File: config.mk
export PLATFORM = sky130hd
export DESIGN_NAME = waveform_generator_flat
export DESIGN_NICKNAME = d
export VERILOG_FILES = /design/src/rtl/waveform_generator_if.sv /design/src/rtl/waveform_generator.sv /design/src/flat_wrapper.sv
export SDC_FILE = /design/constraint.sdc
export NUM_CORES = 1
export LEC_CHECK = 0
export ABC_AREA = 0
export CORE_ASPECT_RATIO = 1.75
export CORE_MARGIN = 5
export CORE_UTILIZATION = 67
export DETAILED_ROUTE_END_ITERATION = 10
export PLACE_DENSITY = 0.95
export SLEW_MARGIN = 0
export SYNTH_ARGS = -nofsm -noshare
export SYNTH_HDL_FRONTEND = slang
export SYNTH_SLANG_ARGS = --single-unit
File: constraint.sdc
create_clock -name aclk -period 21.6 [get_ports aclk]
set_clock_uncertainty 0.15 [all_clocks]
set_input_delay 4.32 -clock aclk [delete_from_list [all_inputs] [get_ports aclk]]
set_output_delay 4.32 -clock aclk [all_outputs]
set_load 0.1 [all_outputs]
File: src/rtl/waveform_generator_if.sv
// Stream and register-bank bundle for the waveform generator.
// M_AXIS_tlast exists only when WG_TLAST_EN is defined.
interface waveform_generator_if #(
    parameter int unsigned AXIS_TDATA_WIDTH = 32
);
    logic [1:0]                  WG_mode;
    logic [AXIS_TDATA_WIDTH-2:0] WG_amplitude;
    logic [AXIS_TDATA_WIDTH-2:0] WG_step;
    logic [4:0]                  WG_log_rate;
    logic [4:0]                  WG_log_half;
    logic [AXIS_TDATA_WIDTH-1:0] M_AXIS_tdata;
    logic                        M_AXIS_tvalid;
    logic                        M_AXIS_tready;
`ifdef WG_TLAST_EN
    logic                        M_AXIS_tlast;

    modport master (
        input  WG_mode, WG_amplitude, WG_step, WG_log_rate, WG_log_half, M_AXIS_tready,
        output M_AXIS_tdata, M_AXIS_tvalid, M_AXIS_tlast
    );
    modport slave (
        output WG_mode, WG_amplitude, WG_step, WG_log_rate, WG_log_half, M_AXIS_tready,
        input  M_AXIS_tdata, M_AXIS_tvalid, M_AXIS_tlast
    );
`else
    modport master (
        input  WG_mode, WG_amplitude, WG_step, WG_log_rate, WG_log_half, M_AXIS_tready,
        output M_AXIS_tdata, M_AXIS_tvalid
    );
    modport slave (
        output WG_mode, WG_amplitude, WG_step, WG_log_rate, WG_log_half, M_AXIS_tready,
        input  M_AXIS_tdata, M_AXIS_tvalid
    );
`endif
endinterface

File: src/rtl/waveform_generator.sv
// AXI4-Stream master producing triangle / sawtooth / square test waveforms.
// Optional macro WG_TLAST_EN adds an end-of-period M_AXIS_tlast.
module waveform_generator #(
    parameter int unsigned AXIS_TDATA_WIDTH = 32
) (
    input  logic                 aclk,
    input  logic                 aresetn,
    waveform_generator_if.master m_axis
);
    localparam int unsigned W     = AXIS_TDATA_WIDTH;
    localparam int unsigned XW    = AXIS_TDATA_WIDTH + 1;
    localparam int unsigned CNT_W = 32;

    typedef enum logic [1:0] {MODE_OFF, MODE_TRI, MODE_SAW, MODE_SQR} mode_e;
    typedef enum logic {DIR_UP, DIR_DOWN} dir_e;

    mode_e                 r_mode;
    dir_e                  r_dir;
    logic                  r_first;
    logic [CNT_W-1:0]      r_rate_cnt;
    logic [CNT_W-1:0]      r_half_cnt;
    logic signed [W-1:0]   r_v;
    logic [W-1:0]          r_tdata;
    logic                  r_tvalid;

    mode_e                 w_mode_in;
    logic                  w_mode_chg;
    logic [CNT_W-1:0]      w_rate_term;
    logic [CNT_W-1:0]      w_half_term;
    logic                  w_tick;
    logic                  w_free;
    logic                  w_gen;
    logic                  w_zero;
    logic signed [XW-1:0]  w_amp;
    logic signed [XW-1:0]  w_step;
    logic signed [XW-1:0]  w_v_x;
    logic signed [XW-1:0]  w_v_c;
    logic signed [XW-1:0]  w_up;
    logic signed [XW-1:0]  w_dn;
    logic signed [XW-1:0]  w_sample;
    dir_e                  w_dir_nxt;
    logic [CNT_W-1:0]      w_half_nxt;

    assign w_mode_in   = mode_e'(m_axis.WG_mode);
    assign w_mode_chg  = (w_mode_in != r_mode);
    assign w_rate_term = ~({CNT_W{1'b1}} << m_axis.WG_log_rate);
    assign w_half_term = ~({CNT_W{1'b1}} << m_axis.WG_log_half);
    // >= so that shrinking the rate mid-run never strands the counter past terminal
    assign w_tick      = (r_rate_cnt >= w_rate_term);
    assign w_free      = !r_tvalid || m_axis.M_AXIS_tready;
    assign w_gen       = w_tick && w_free && !w_mode_chg && (r_mode != MODE_OFF);
    assign w_zero      = (m_axis.WG_amplitude == '0) || (m_axis.WG_step == '0);

    // Datapath at W+1 bits so v +/- S can never overflow
    assign w_amp  = $signed(XW'(m_axis.WG_amplitude));
    assign w_step = $signed(XW'(m_axis.WG_step));
    assign w_v_x  = XW'(r_v);
    assign w_v_c  = (w_v_x > w_amp) ? w_amp : ((w_v_x < -w_amp) ? -w_amp : w_v_x);
    assign w_up   = w_v_c + w_step;
    assign w_dn   = w_v_c - w_step;

    // Next sample and generator state for the active mode
    always_comb begin
        w_sample   = '0;
        w_dir_nxt  = r_dir;
        w_half_nxt = r_half_cnt;
        case (r_mode)
            MODE_TRI: begin
                if (w_zero || r_first) begin
                    w_sample = '0;
                end else if (r_dir == DIR_UP) begin
                    if (w_up >= w_amp) begin
                        w_sample  = w_amp;
                        w_dir_nxt = DIR_DOWN;
                    end else begin
                        w_sample = w_up;
                    end
                end else begin
                    if (w_dn <= -w_amp) begin
                        w_sample  = -w_amp;
                        w_dir_nxt = DIR_UP;
                    end else begin
                        w_sample = w_dn;
                    end
                end
            end
            MODE_SAW: begin
                if (w_zero || r_first)   w_sample = '0;
                else if (w_up > w_amp)   w_sample = -w_amp;
                else                     w_sample = w_up;
            end
            MODE_SQR: begin
                w_sample = (r_dir == DIR_DOWN) ? -w_amp : w_amp;
                if (r_half_cnt >= w_half_term) begin
                    w_half_nxt = '0;
                    w_dir_nxt  = (r_dir == DIR_UP) ? DIR_DOWN : DIR_UP;
                end else begin
                    w_half_nxt = r_half_cnt + CNT_W'(1);
                end
            end
            default: ;
        endcase
    end

    always_ff @(posedge aclk) begin
        if (!aresetn) begin
            r_mode     <= MODE_OFF;
            r_dir      <= DIR_UP;
            r_first    <= 1'b1;
            r_rate_cnt <= '0;
            r_half_cnt <= '0;
            r_v        <= '0;
            r_tdata    <= '0;
            r_tvalid   <= 1'b0;
        end else begin
            r_mode <= w_mode_in;
            if (w_mode_chg) begin
                r_dir      <= DIR_UP;
                r_first    <= 1'b1;
                r_rate_cnt <= '0;
                r_half_cnt <= '0;
                r_v        <= '0;
            end else begin
                // Counter parks on terminal count while the slot is busy
                if (!w_tick)     r_rate_cnt <= r_rate_cnt + CNT_W'(1);
                else if (w_free) r_rate_cnt <= '0;
                if (w_gen) begin
                    r_v        <= W'(w_sample);
                    r_dir      <= w_dir_nxt;
                    r_half_cnt <= w_half_nxt;
                    r_first    <= 1'b0;
                end
            end
            if (w_gen) begin
                r_tdata  <= W'(w_sample);
                r_tvalid <= 1'b1;
            end else if (w_free) begin
                r_tvalid <= 1'b0;
            end
        end
    end

    assign m_axis.M_AXIS_tdata  = r_tdata;
    assign m_axis.M_AXIS_tvalid = r_tvalid;

`ifdef WG_TLAST_EN
    logic r_tlast;
    logic w_last;

    // End-of-period marker for the sample being generated this cycle
    always_comb begin
        w_last = 1'b0;
        case (r_mode)
            MODE_TRI: w_last = !w_zero && !r_first && (r_dir == DIR_DOWN) && (w_dn <= -w_amp);
            MODE_SAW: w_last = !w_zero && ((w_sample + w_step) > w_amp);
            MODE_SQR: w_last = (r_dir == DIR_DOWN) && (r_half_cnt >= w_half_term);
            default:  w_last = 1'b0;
        endcase
    end

    always_ff @(posedge aclk) begin
        if (!aresetn)   r_tlast <= 1'b0;
        else if (w_gen) r_tlast <= w_last;
    end

    assign m_axis.M_AXIS_tlast = r_tlast;
`endif
endmodule
File: src/flat_wrapper.sv
// flat-port wrapper written by rule: the top's interface ports become plain ports
module waveform_generator_flat 
#(
    parameter int unsigned AXIS_TDATA_WIDTH = 32
)
  (aclk, aresetn, m_axis_WG_mode, m_axis_WG_amplitude, m_axis_WG_step, m_axis_WG_log_rate, m_axis_WG_log_half, m_axis_M_AXIS_tready, m_axis_M_AXIS_tdata, m_axis_M_AXIS_tvalid);
  waveform_generator_if #(.AXIS_TDATA_WIDTH(AXIS_TDATA_WIDTH)) m_axis_i ();
  input  logic aclk;
  input  logic aresetn;
  input wire logic [$bits(m_axis_i.WG_mode)-1:0] m_axis_WG_mode;
  input wire logic [$bits(m_axis_i.WG_amplitude)-1:0] m_axis_WG_amplitude;
  input wire logic [$bits(m_axis_i.WG_step)-1:0] m_axis_WG_step;
  input wire logic [$bits(m_axis_i.WG_log_rate)-1:0] m_axis_WG_log_rate;
  input wire logic [$bits(m_axis_i.WG_log_half)-1:0] m_axis_WG_log_half;
  input wire logic [$bits(m_axis_i.M_AXIS_tready)-1:0] m_axis_M_AXIS_tready;
  output wire logic [$bits(m_axis_i.M_AXIS_tdata)-1:0] m_axis_M_AXIS_tdata;
  output wire logic [$bits(m_axis_i.M_AXIS_tvalid)-1:0] m_axis_M_AXIS_tvalid;
  assign m_axis_i.WG_mode = m_axis_WG_mode;
  assign m_axis_i.WG_amplitude = m_axis_WG_amplitude;
  assign m_axis_i.WG_step = m_axis_WG_step;
  assign m_axis_i.WG_log_rate = m_axis_WG_log_rate;
  assign m_axis_i.WG_log_half = m_axis_WG_log_half;
  assign m_axis_i.M_AXIS_tready = m_axis_M_AXIS_tready;
  assign m_axis_M_AXIS_tdata = m_axis_i.M_AXIS_tdata;
  assign m_axis_M_AXIS_tvalid = m_axis_i.M_AXIS_tvalid;
  waveform_generator #(.AXIS_TDATA_WIDTH(AXIS_TDATA_WIDTH)) u_core (.aclk(aclk), .aresetn(aresetn), .m_axis(m_axis_i));
endmodule
# --- Yosys cells after proc, flatten, opt, wreduce, memory -nomap -nowiden ---
# Cells that the tools add are included.
classes:
  n_eq_ne: 7
  add_sub_neg: 5
  shifts: 2
  mux: 22
  reduce_logical: 16
  bitwise_logic: 3
  order_cmp: 7
ops:
  columns: ["cell", "n"]
  rows:
  - ["$mux 32", 10]
  - ["$pmux 32 s3", 1]
  - ["$mux 33", 2]
  - ["$add 32x1->32 const B", 2]
  - ["$ge 32x32->1", 2]
  - ["$not 32->32", 2]
  - ["$shl 32x5->32 const A", 2]
  - ["$logic_not 31->1", 2]
  - ["$add 33x32->33", 1]
  - ["$ge 33x32->1", 1]
  - ["$gt 33x32->1", 1]
  - ["$le 33x33->1", 1]
  - ["$lt 32x33->1", 1]
  - ["$neg 31->33", 1]
  - ["$sub 33x32->33", 1]
  - ["$gt 32x32->1", 1]
  - ["$mux 1", 8]
  - ["$reduce_bool 2->1", 3]
  - ["$eq 2x2->1 const B", 2]
  - ["$ne 2x2->1 const B", 2]
  - ["$reduce_and 4->1", 1]
  - ["$logic_and 1x1->1", 3]
  - ["$logic_or 1x1->1", 3]
  - ["$eq 2x1->1 const B", 1]
  - ["other kinds (7)", 8]
totals:
  in_bits: 77
  output_inout_bits: 33
  word_cells: 70
  reg_bits: 133

# --- Logic depth before layout (Yosys ltp) ---
logic_depth:
  depth_word: 10
  depth_mapped: 51
  mapped_depth_nobuf: 47

# --- Least setup slack after synthesis ---
# Ideal clock, no wire load.
synth_path:
  path_type: "in2reg"
  startpoint: "input port m_axis_WG_amplitude[1]"
  endpoint: "register u_core.r_tdata[21], in the netlist u_core.m_axis.M_AXIS_tdata[21]"
  setup_time_ps: 132
  path_stages: 46
  setup_slack_ps: 7071
  path_buffers: 2
  required_time_ps: 21318
  t_arrival_ps: 14247
  path_cell_list: "inv_1 ha_1 or3b_2 or3_1 nor3_1 nand2_1 nor3_1 xnor2_1 ha_1 and2_1 o31ai_1 or3_1 a211o_1 a211oi_2 a31o_1 buf_4 clkbuf_1 a21oi_1 (+10 left out) nand3_1 a31oi_1 xnor2_1 inv_1 ha_1 a21oi_1 o21ai_0 a221oi_1 o21ai_0 a21o_1 a221oi_1 nand2_1 nor4b_2 nor2_1 nand2_2 mux2_2 a221oi_2 a21oi_1"
synth_via:
  elab_chain_len: 10
  word_cells_on_any_way: 21
  cone_classes: "add/sub (3); order compare (5); mux (10); reduce/logical (3)"
synth_rtl:
  columns: ["element", "line", "text"]
  rows:
  - ["from (decl)", "flat_wrapper.sv:11", "input wire logic [$bits(m_axis_i.WG_amplitude)-1:0] m_axis_WG_amplitude;"]
  - ["$neg 31->33", "waveform_generator.sv:58, waveform_generator.sv:79", null]
  - ["$lt 32x33->1", "waveform_generator.sv:58", "assign w_v_c = (w_v_x > w_amp) ? w_amp : ((w_v_x < -w_amp) ? -w_amp : w_v_x);"]
  - ["$mux 33 (2 in series)", "waveform_generator.sv:58", null]
  - ["$add 33x32->33 or $sub 33x32->33 (tied branches)", "waveform_generator.sv:59, waveform_generator.sv:60", null]
  - ["$ge 33x32->1 or $le 33x33->1 (tied branches)", "waveform_generator.sv:72, waveform_generator.sv:79", null]
  - ["$mux 32 (on tied branches)", "waveform_generator.sv:72, waveform_generator.sv:79", null]
  - ["$mux 32", "waveform_generator.sv:71", "end else if (r_dir == DIR_UP) begin"]
  - ["$mux 32", "waveform_generator.sv:69", "if (w_zero || r_first) begin"]
  - ["$pmux 32 s3 *", "waveform_generator.sv:67", "case (r_mode)"]
  - ["to (signal assigned)", "waveform_generator.sv:135", "r_tdata <= W'(w_sample);"]
  - ["to (decl)", "waveform_generator.sv:23", "logic [W-1:0] r_tdata;"]
# Mark *: on every way between the ends. The rest lies on a longest branch, timed or not.
# A chain may end at the register's enable or synchronous reset.

# --- Final worst setup path ---
layout_path:
  startpoint: "input port m_axis_WG_amplitude[0]"
  endpoint: "register u_core.r_v[28]"
layout_via:
  elab_chain_len: 10
  word_cells_on_any_way: 21
  cone_classes: "add/sub (3); order compare (5); mux (10); reduce/logical (3)"
layout_rtl:
  columns: ["element", "line", "text"]
  rows:
  - ["$neg 31->33", "waveform_generator.sv:58, waveform_generator.sv:79", null]
  - ["$lt 32x33->1", "waveform_generator.sv:58", null]
  - ["$mux 33 (2 in series)", "waveform_generator.sv:58", null]
  - ["$add 33x32->33 or $sub 33x32->33 (tied branches)", "waveform_generator.sv:59, waveform_generator.sv:60", null]
  - ["$ge 33x32->1 or $le 33x33->1 (tied branches)", "waveform_generator.sv:72, waveform_generator.sv:79", null]
  - ["$mux 32 (on tied branches)", "waveform_generator.sv:72, waveform_generator.sv:79", null]
  - ["$mux 32", "waveform_generator.sv:71", null]
  - ["$mux 32", "waveform_generator.sv:69", null]
  - ["$pmux 32 s3 *", "waveform_generator.sv:67", null]
  - ["to (signal assigned)", "waveform_generator.sv:128", "r_v <= W'(w_sample);"]
  - ["to (decl)", "waveform_generator.sv:22", "logic signed [W-1:0] r_v;"]
# Marks and branches as above.

==> results.toml <==
[run_status]
status = "finished, violations left"
violations = "capacitance limit, slew limit"

[drt]
antenna_left = 0
vias = 18980
drc_errors = 0
wl_um = 65470
drt_iter0_drc = 2240
vias_per_cell = 7.149
firstDrtPassIters = 8
wl_per_cell_um = 24.66

[global_routing]
grt_pass1_vias = 18360
grt_use_total = 0.4520
grt_start_max_net_pins = 58
grt_first_pass_wirelength_um = 99520
antenna_found_initial = 0
overflow = 0

[timing]
hold_viol = 0
post-route-period-util = 0.8291
min_period_ns = 17.91
setup_ws_ns = 3.691
max_freq_mhz = 55.84
fin_tns_setup_ns = 0
whs_ns = 0.3110
drv_slew = 13
worstMarginPinSlew_ns = 1.599
rsz0062_at_grt = "false"
relSlewSlack = -0.06964
setup_violations = 0

[clock_tree]
ctsResizeCount = 0
cts_htree_levels = 4
cts_sinks = 133
cts_hold_buf = 0
cts_setup_buffers = 0
clkLatencyLatePin_ns = 0.44
cts_tree = "yes"
clk_pin_slew_worst_paths_ns = 0.06
clk_path_buf_depth = 2
numCtsBuffers = 17
cts-root-buf = "clkbuf_16"

[worst_setup_path]
required_ns = 21.80
cp_common_cell = "nor2_1"
worst-setup-path-type = "input pin to flop"
crit_arrival_ns = 18.11
r2r_start = "u_core.r_v[25]$_SDFFE_PP0P_"
slowest_stage = "nor3_1"
cp-end-kind = "flop"
cp_max_fo = 14
r2r_end = "u_core.r_v[28]$_SDFFE_PP0P_"
r2r_slack_ns = 9.92
cp-start-kind = "input pin"
max_stage_delay_ns = 0.86
r2r_cells = 34

[synthesis]
synth.avg_cell_area_um2 = 7.259
synth_edf_count = 0
synth_ff_type = "dfxtp_1"
yosysWarnings = 0
synth_area_leaders = "ha_1 19%, dfxtp_1 16%, a21oi_1 7.7%, nor2_1 5.3%, xnor2_1 4.9%"
synthArstFlopShare = 0
synth_fp_nets = 2628
ys_ff_latch = 133
yosysTopAreaCell = "ha_1"
ys_types = 93
synth_top_area_frac = 0.1891
ys_seq_area_frac = 0.1597
syn_area_um2 = 16670
synth_cells = 2297

[power]
power.internal_uw = 486.1
p_clk_frac = 0.413
power_density_nw_per_um2 = 38.79
power_switching_uw = 230.9
leakagePower_uw = 0.007591
combPwrFrac = 0.244
sw_frac_of_total = 0.3220
seq_power_share = 0.343
ir_drop_uv = 31.53

[floorplan]
start_util = 0.6770
core_area_um2 = 24630
row_count = 76
dieArea_um2 = 28270
die_x_um = 129.3
num_io_pins = 110
die_y_um = 218.7

[place]
dp_hpwl_um = 49550
place_ws_ns = 4.041
port_buffers = 109
gp_congestion = 1.105
placed_cells = 2624
dpl_cell_area_um2 = 17890

[worst_hold_path]
min_from = "u_core.m_axis.M_AXIS_tdata[24]$_SDFFE_PN0P_"
hp-class = "flop to flop"
whs_path_depth = 2
holdPathEnd = "u_core.m_axis.M_AXIS_tdata[24]$_SDFFE_PN0P_"

[final_layout]
drive_above_1_share = 0.05036
fin_area_um2 = 18480
instances_no_fill = 2655
fin_nets = 2662
nFillCells = 1931
area_delta_synth_final_pct = 10.85
n_antenna_cell = 0

[job]
max_cap_violations = 2
-- stage by stage --
step / util / power (µW)
2_1_floorplan: - / 358.4
3_3_place_gp: 0.7264 / 413.5
3_5_place_dp: 0.7264 / 416.9
4_1_cts: 0.7505 / 707.9
5_1_grt: 0.7505 / 738.0
6_report: 0.7505 / 717.0
-- sequential cells by signal, summed over array words and instances (netlist names) --
name and cells:
u_core.r_first 1, u_core.r_dir 1, u_core.r_mode 2, u_core.r_rate_cnt 32, u_core.m_axis.M_AXIS_tvalid 1, u_core.m_axis.M_AXIS_tdata 32
u_core.r_v 32, u_core.r_half_cnt 32
-- how the worst max path moves through the flow --
stage	start	endpoint	slack [ns]
floorplan	m_axis_WG_amplitude[1]	u_core.m_axis.M_AXIS_tdata[21]$_SDFFE_PN0P_	7.07
global placement	m_axis_WG_amplitude[0]	u_core.m_axis.M_AXIS_tdata[24]$_SDFFE_PN0P_	4.35
detailed placement	m_axis_WG_amplitude[0]	u_core.r_v[28]$_SDFFE_PP0P_	4.04
CTS	m_axis_WG_amplitude[0]	u_core.r_v[28]$_SDFFE_PP0P_	4.50
global route	m_axis_WG_amplitude[0]	u_core.r_v[28]$_SDFFE_PP0P_	3.36
finish	m_axis_WG_amplitude[0]	u_core.r_v[28]$_SDFFE_PP0P_	3.69
-- metal layers --
| metal | vias up | global-route usage | wire length, µm |
|---|---|---|---|
| li1 | 8485 | - | - |
| met1 | 8748 | 0.5034 | 23010 |
| met2 | 1338 | 0.7452 | 30010 |
| met3 | 410 | 0.09416 | 6426 |
| met4 | 0 | 0.3378 | 6021 |
| met5 | - | 0 | 0 |
-- worst max-delay path, delay by kind of cell --
kind / cells / cell delay [ns]
XOR/XNOR: 2 / 0.66
buffers and inverters: 3 / 0.99
adder cells (fa/ha/maj): 5 / 1.45
AO/OA/AOI/OAI: 20 / 5.90
AND/OR/NAND/NOR: 16 / 4.75
-- cells in the mapped netlist (27+ instances only) --
cell type and count:
a31oi_1 29, clkbuf_1 95, nand4_1 54, o211ai_1 29, nand3_1 97, nor3_1 53
xor2_1 34, a21o_1 41, a211oi_1 30, xnor2_1 94, o21ai_0 109, ha_1 252
dfxtp_1 133, nor2_1 235, inv_1 128, nand2_1 191, a21oi_1 257, o21a_1 27
-- power by group through the flow --
stage | clock, µW | sequential [µW] | combinational, µW
3_5_place_dp | 0 | 252 | 165
5_1_grt | 305 | 246 | 187
3_3_place_gp | 0 | 251 | 162
6_report | 296 | 246 | 175
4_1_cts | 295 | 246 | 167
2_1_floorplan | 0 | 251 | 107
-- cells in the final DEF (no fill, tap or decap), types with 26 or more instances in the layout --
cell             synthesis  final
nand4_1                 54     54
o21ai_0                109    109
o21a_1                  27     26
inv_1                  128    128
xnor2_1                 94     94
a21oi_1                257    257
a31oi_1                 29     28
nand3_1                 97     96
a21o_1                  41     41
a211oi_1                30     30
ha_1                   252    252
o211ai_1                29     29
nor3_1                  53     52
xor2_1                  34     34
nor2_1                 235    234
dfxtp_1                133    132
clkdlybuf4s50_1          0    109
nand2_1                191    191
-- final cells by class --
type                       instances  area (µm²)  share of cell area
inverter                         129       484.2             0.02620
timing repair buffer             126        1219             0.06594
multi-input combinational       1924       13130              0.7105
clock buffer                      20       466.7             0.02525
sequential                       133        2664              0.1441
clock inverter                    11       126.4            0.006837
tap                              312       390.4             0.02112
-- cells by family (layout without fill, tap and decap cells) --
kind of cell | after synthesis | after routing | synth area share
flip-flops | 133 | 133 | 0.1597
buffers and inverters | 240 | 286 | 0.05553
multiplexers | 25 | 25 | 0.01583
AO/OA/AOI/OAI | 713 | 713 | 0.2760
XOR/XNOR | 130 | 130 | 0.06956
adder cells (fa/ha/maj) | 254 | 254 | 0.1915
AND/OR/NAND/NOR | 802 | 802 | 0.2319
Note: power is estimated with default switching activity, not from simulation.
